## src/rtl/nco_pkg.sv

```systemverilog
// Shared NCO definitions: default phase/FCW widths (common with the NCO generator)
// and the estimator state encoding.
package nco_pkg;

  localparam int NCO_BITS_DEF      = 10;
  localparam int NCO_FREQ_BITS_DEF = 4;

  typedef enum logic [1:0] {
    PRIME  = 2'd0,
    ACQ    = 2'd1,
    LOCKED = 2'd2
  } state_t;

endpackage

```

## src/rtl/nco_phase_delta.sv

```systemverilog
// Wrap-aware phase increment: holds the previous sample and presents the modular
// difference and range flag combinationally against the current sample.
module nco_phase_delta
  import nco_pkg::*;
#(
  parameter int NCO_BITS      = NCO_BITS_DEF,
  parameter int NCO_FREQ_BITS = NCO_FREQ_BITS_DEF
) (
  input  logic                     clk_in,
  input  logic                     rst_in,
  input  logic [NCO_BITS-1:0]      i_phase,
  input  logic                     i_valid,
  input  logic                     i_prime,
  output logic [NCO_FREQ_BITS-1:0] o_delta,
  output logic                     o_delta_valid,
  output logic                     o_delta_err
);

  localparam logic [NCO_BITS-1:0] MAX_INC = NCO_BITS'((1 << NCO_FREQ_BITS) - 1);

  logic [NCO_BITS-1:0] r_prev;
  logic [NCO_BITS-1:0] w_delta;

  // NOTE: sequential state uses non-blocking assignments so every register samples
  // pre-edge values regardless of process ordering.
  always_ff @(posedge clk_in or posedge rst_in) begin
    if (rst_in)       r_prev <= '0;
    else if (i_valid) r_prev <= i_phase;
  end

  // Unsigned subtraction at phase width makes wrap-around inherent.
  assign w_delta       = i_phase - r_prev;
  assign o_delta       = w_delta[NCO_FREQ_BITS-1:0];
  assign o_delta_valid = i_valid & ~i_prime;
  assign o_delta_err   = o_delta_valid & (w_delta > MAX_INC);

endmodule

```

## src/rtl/nco_fcw_estimator.sv

```systemverilog
// Recovers an NCO frequency control word from observed phase samples by
// averaging per-sample increments over fixed windows, and flags lock on agreement.
module nco_fcw_estimator
  import nco_pkg::*;
#(
  parameter int NCO_BITS      = NCO_BITS_DEF,
  parameter int NCO_FREQ_BITS = NCO_FREQ_BITS_DEF,
  parameter int AVG_LOG2      = 3,
  parameter int LOCK_COUNT    = 4
) (
  input  logic                     clk_in,
  input  logic                     rst_in,
  input  logic [NCO_BITS-1:0]      phase_in,
  input  logic                     phase_valid_in,
  output logic [NCO_FREQ_BITS-1:0] fcw_out,
  output logic                     fcw_valid_out,
  output logic                     locked_out,
  output logic                     range_err_out
);

  localparam int ACC_W    = NCO_FREQ_BITS + AVG_LOG2;
  localparam int CNT_W    = AVG_LOG2 + 1;
  localparam int STREAK_W = $clog2(LOCK_COUNT);
  localparam logic [CNT_W-1:0]    CNT_LAST    = CNT_W'((1 << AVG_LOG2) - 1);
  localparam logic [STREAK_W-1:0] STREAK_LAST = STREAK_W'(LOCK_COUNT - 1);

  state_t                    r_state, w_state_nxt;
  logic [ACC_W-1:0]          r_acc, w_acc_nxt, w_sum;
  logic [CNT_W-1:0]          r_cnt, w_cnt_nxt;
  logic [STREAK_W-1:0]       r_streak, w_streak_nxt;
  logic                      r_have_last, w_have_last_nxt;
  logic [NCO_FREQ_BITS-1:0]  r_fcw, w_fcw_nxt, w_result;
  logic                      r_fcw_valid, w_fcw_valid_nxt;
  logic                      r_locked, w_locked_nxt;
  logic                      r_range_err, w_range_err_nxt;

  logic [NCO_FREQ_BITS-1:0]  w_delta;
  logic                      w_delta_valid;
  logic                      w_delta_err;

  nco_phase_delta #(
    .NCO_BITS      (NCO_BITS),
    .NCO_FREQ_BITS (NCO_FREQ_BITS)
  ) u_phase_delta (
    .clk_in        (clk_in),
    .rst_in        (rst_in),
    .i_phase       (phase_in),
    .i_valid       (phase_valid_in),
    .i_prime       (r_state == PRIME),
    .o_delta       (w_delta),
    .o_delta_valid (w_delta_valid),
    .o_delta_err   (w_delta_err)
  );

  assign w_sum    = r_acc + ACC_W'(w_delta);
  assign w_result = w_sum[ACC_W-1:AVG_LOG2];

  // NOTE: every signal gets its hold value first so no path leaves it unassigned,
  // which would otherwise infer a latch.
  always_comb begin
    w_state_nxt     = r_state;
    w_acc_nxt       = r_acc;
    w_cnt_nxt       = r_cnt;
    w_streak_nxt    = r_streak;
    w_have_last_nxt = r_have_last;
    w_fcw_nxt       = r_fcw;
    w_fcw_valid_nxt = 1'b0;
    w_locked_nxt    = r_locked;
    w_range_err_nxt = 1'b0;

    if (phase_valid_in && r_state == PRIME) begin
      w_state_nxt = ACQ;
    end else if (w_delta_valid && w_delta_err) begin
      // Discard the partial window and forget the previous result.
      w_range_err_nxt = 1'b1;
      w_acc_nxt       = '0;
      w_cnt_nxt       = '0;
      w_streak_nxt    = '0;
      w_have_last_nxt = 1'b0;
      w_locked_nxt    = 1'b0;
      w_state_nxt     = ACQ;
    end else if (w_delta_valid && r_cnt == CNT_LAST) begin
      w_fcw_nxt       = w_result;
      w_fcw_valid_nxt = 1'b1;
      w_acc_nxt       = '0;
      w_cnt_nxt       = '0;
      w_have_last_nxt = 1'b1;
      if (r_have_last && w_result == r_fcw)
        w_streak_nxt = (r_streak == STREAK_LAST) ? r_streak : r_streak + STREAK_W'(1);
      else
        w_streak_nxt = '0;
      if (w_streak_nxt == STREAK_LAST) begin
        w_state_nxt  = LOCKED;
        w_locked_nxt = 1'b1;
      end else begin
        w_state_nxt  = ACQ;
        w_locked_nxt = 1'b0;
      end
    end else if (w_delta_valid) begin
      w_acc_nxt = w_sum;
      w_cnt_nxt = r_cnt + CNT_W'(1);
    end
  end

  always_ff @(posedge clk_in or posedge rst_in) begin
    if (rst_in) begin
      r_state     <= PRIME;
      r_acc       <= '0;
      r_cnt       <= '0;
      r_streak    <= '0;
      r_have_last <= 1'b0;
      r_fcw       <= '0;
      r_fcw_valid <= 1'b0;
      r_locked    <= 1'b0;
      r_range_err <= 1'b0;
    end else begin
      r_state     <= w_state_nxt;
      r_acc       <= w_acc_nxt;
      r_cnt       <= w_cnt_nxt;
      r_streak    <= w_streak_nxt;
      r_have_last <= w_have_last_nxt;
      r_fcw       <= w_fcw_nxt;
      r_fcw_valid <= w_fcw_valid_nxt;
      r_locked    <= w_locked_nxt;
      r_range_err <= w_range_err_nxt;
    end
  end

  assign fcw_out       = r_fcw;
  assign fcw_valid_out = r_fcw_valid;
  assign locked_out    = r_locked;
  assign range_err_out = r_range_err;

endmodule

```

## config.mk

```make
export PLATFORM = sky130hd
export DESIGN_NAME = nco_fcw_estimator
export DESIGN_NICKNAME = d
export VERILOG_FILES = /design/src/rtl/nco_pkg.sv /design/src/rtl/nco_phase_delta.sv /design/src/rtl/nco_fcw_estimator.sv
export SDC_FILE = /design/constraint.sdc
export NUM_CORES = 1
export LEC_CHECK = 0
export CORE_UTILIZATION = 25
export CTS_CLUSTER_DIAMETER = 30
export DETAILED_ROUTE_END_ITERATION = 8
export PLACE_DENSITY = 0.42
export SETUP_SLACK_MARGIN = 0.3
export SKIP_LAST_GASP = 1
export SYNTH_ARGS = -nofsm -noshare
export SYNTH_HDL_FRONTEND = slang
export SYNTH_SLANG_ARGS = --single-unit
```

## constraint.sdc

```tcl
create_clock -name clk_in -period 3.8 [get_ports clk_in]
set_input_delay 1.14 -clock clk_in [delete_from_list [all_inputs] [get_ports clk_in]]
set_output_delay 1.14 -clock clk_in [all_outputs]
set_load 0.02 [all_outputs]
```

==> flow_metrics.py <==
metrics = {
    "worst_setup_path": {
        "path_max_fanout": 4,
        "critPathLaunchType": "input port",
        "path_class": "in -> reg",
        "worstPathRequired_ns": 3.96,
        "arrival_ns": 3.76,
        "end_kind": "flop",
    },
    "timing": {
        "max_slew.worst_pin.slew_ns": 0.8304,
        "slew_headroom_pct": 44.58,
        "fin_skew_ns": 0.002389,
        "fmax_mhz": 278.2,
        "period_minus_slack_ns": 3.595,
        "rsz0062_at_grt": "yes",
        "fin_crit_sh_pct": 94.61,
        "final_hold_viol_count": 0,
        "setup_viol": 0,
        "slew_violations": 0,
        "setup_ws_ns": 0.2048,
    },
    "status": {
        "outcome": "complete, no violations",
    },
    "layout": {
        "antenna_cells": 0,
        "n_fill_cell": 842,
        "final_util_pct": 38.52,
        "syn_to_final_growth_pct": 49.29,
        "fin_cells": 389,
        "nets": 313,
        "layout-drive-gt1-share_pct": 35.92,
        "fin_area_mm2": 0.003149,
    },
    "grt": {
        "grt_pass1_vias": 1738,
        "grt_usage_pct": 12.29,
        "grt_pass1_wl_mm": 8.335,
        "overflow": 0,
        "use_met2_pct": 19.71,
        "gr-usage-met1_pct": 16.47,
        "grt_use_met3_pct": 2.832,
        "top_usage_layer": "met2",
        "grt_start_max_net_pins": 22,
        "antenna_found_initial": 0,
    },
    "worst_hold_path": {
        "hp-class": "reg -> reg",
    },
    "yosys": {
        "synth.avg_cell_area_um2": 9.633,
        "synth_ff_type": "dfrtp_1",
        "ys_warn_count": 0,
        "synthTopCellsByArea": "dfrtp_1, ha_1, nand2_1",
        "synth_top_area_share_pct": 39.15,
        "synth_common_cells": "dfrtp_1, nand2_1, inv_1, o21ai_0, ha_1",
        "syn_area_mm2": 0.002110,
        "synth_area_leader_cell": "dfrtp_1",
        "synth_nets": 248,
        "yosys_register_bits": 33,
        "syn_inst": 219,
        "yosysSeqAreaShare_pct": 39.15,
        "synth_edf_count": 0,
        "yosysUniqueCellTypes": 46,
        "synth.most_common_cell": "dfrtp_1",
        "async_reset_ff_share_pct": 100.0,
    },
    "placed_design": {
        "place_area_mm2": 0.002705,
        "post-place-ws_ns": -0.6811,
        "hpwl_mm": 3.496,
        "place_inst": 368,
        "placement.io_buffers": 19,
        "gp_congestion": 0.7212,
    },
    "drt": {
        "wl_mm": 5.118,
        "vias_per_cell": 4.630,
        "first_iter_violations": 42,
        "vias": 1801,
        "drc_errors": 0,
        "routedWlPerCell_um": 13.16,
        "drtAntennaViolNets": 0,
        "firstDrtPassIters": 4,
    },
    "clock_network": {
        "cts_buffers": 5,
        "clk_pin_slew_ns": 0.07,
        "cts_sinks": 33,
        "clock_latency_ns": 0.28,
        "htree_levels": 2,
        "clk_root_buffer_cell": "clkbuf_8",
        "hold_buffers": 0,
        "clockBufferDepth": 2,
        "cts_tree": "yes",
    },
    "floorplan": {
        "die-area_mm2": 0.008810,
        "fp.dieW_um": 93.86,
        "io_pins": 20,
        "row_count": 33,
        "die_height_um": 93.86,
        "start_util_pct": 25.80,
        "core-area_mm2": 0.008175,
    },
    "power_and_ir_drop": {
        "p_leak_nw": 1.451,
        "power_density_mw_per_mm2": 312.0,
        "p_total_mw": 0.9826,
        "ir_drop_v": 0.0001074,
    },
    "flow_run": {
        "maxCapViolations": 0,
    },
}
## power breakdown
group          total (mW)  switching [mW]  internal [mW]
Combinational       0.339           0.156          0.183
Clock               0.273           0.129          0.144
Sequential          0.370         0.00649          0.364
Total               0.983           0.292          0.691
## final timing paths
check	start	end	slack, ns	cells after the start
max	phase_in[0]	r_state[0]$_DFFE_PP0P_	0.20	14
min	r_have_last$_DFFE_PP0P_	r_have_last$_DFFE_PP0P_	0.50	2
max reg2reg	u_phase_delta.r_prev[1]$_DFFE_PP0P_	fcw_out[1]$_DFFE_PP0P_	0.68	17
min reg2reg	r_have_last$_DFFE_PP0P_	r_have_last$_DFFE_PP0P_	0.50	2
max in group asynchronous	rst_in	r_streak[0]$_DFFE_PP0P_	1.85	3
min in group asynchronous	rst_in	u_phase_delta.r_prev[8]$_DFFE_PP0P_	1.32	2
## worst max-delay path: stages
cell and delay, ns:
buf_12 0.09, inv_12 0.03, ha_4 0.16, fa_2 0.53
inv_2 0.05, fa_2 0.36, a211oi_4 0.32, nor3_2 0.09
xnor3_1 0.20, nand2_1 0.08, nor4_4 0.33, nand2_2 0.15
a21oi_2 0.13, o211ai_1 0.10
## logic make-up after synthesis
logic type	Yosys count	share of synthesized area, %
and+or+nand+nor	65	15.72
muxes	8	4.211
buffers and inverters	23	4.329
adders and majority gates	16	10.20
DFF	33	39.15
xor gates and xnor gates	13	6.761
AOI/OAI and AO/OA	61	19.63
## metrics by stage
stage / setup TNS (ns) / hold WS (ns)
6_report: 0 / 0.5046
5_1_grt: 0 / 0.5377
4_1_cts: 0 / 0.5175
3_5_place_dp: -11.17 / 0.5016
3_3_place_gp: -11.33 / 0.4819
2_1_floorplan: 0 / 0.4661
## cell usage in the layout, fill, tap and decap left out, types with 5 or more instances in the layout
cell type and n:
a22o_1 5, a21o_1 9, mux2_4 5, a21oi_1 6, a21oi_2 5, inv_1 15, o21ai_0 13, buf_4 35
clkdlybuf4s50_1 15, dfrtp_1 33, ha_1 8, buf_6 10, ha_4 6, nor2_1 6, nand2_1 21, clkbuf_8 6
nand3_1 6, nor3_1 5
## what timing repair did
action	CTS	global route
setup endpoints to repair	23	19
gates resized for setup	41	26
endpoints found under the hold margin	0	0
pin swaps	22	16
buffers inserted	11	3
## registers in the layout (all words and copies together) (netlist names)
register and flops:
r_state 2, fcw_out 4, fcw_valid_out 1, r_cnt 4
r_acc 7, range_err_out 1, r_have_last 1, r_streak 2
locked_out 1, u_phase_delta.r_prev 10
## routing by layer
metal  part of all wire [%]  wire (um)
met3                    3.0        156
met5                      0          0
met2                     48       2445
met1                     48       2455
met4                    1.2         60
## cell type report
cell class	count	area (um2)	area share (%)
clock buffer	7	86.33	2.741
inverter	17	76.32	2.424
multi-input combinational	163	1450	46.05
sequential	33	825.8	26.22
tap	105	131.4	4.172
timing repair buffer	64	579.3	18.39
No activity file was read; power rests on OpenSTA's default activity.
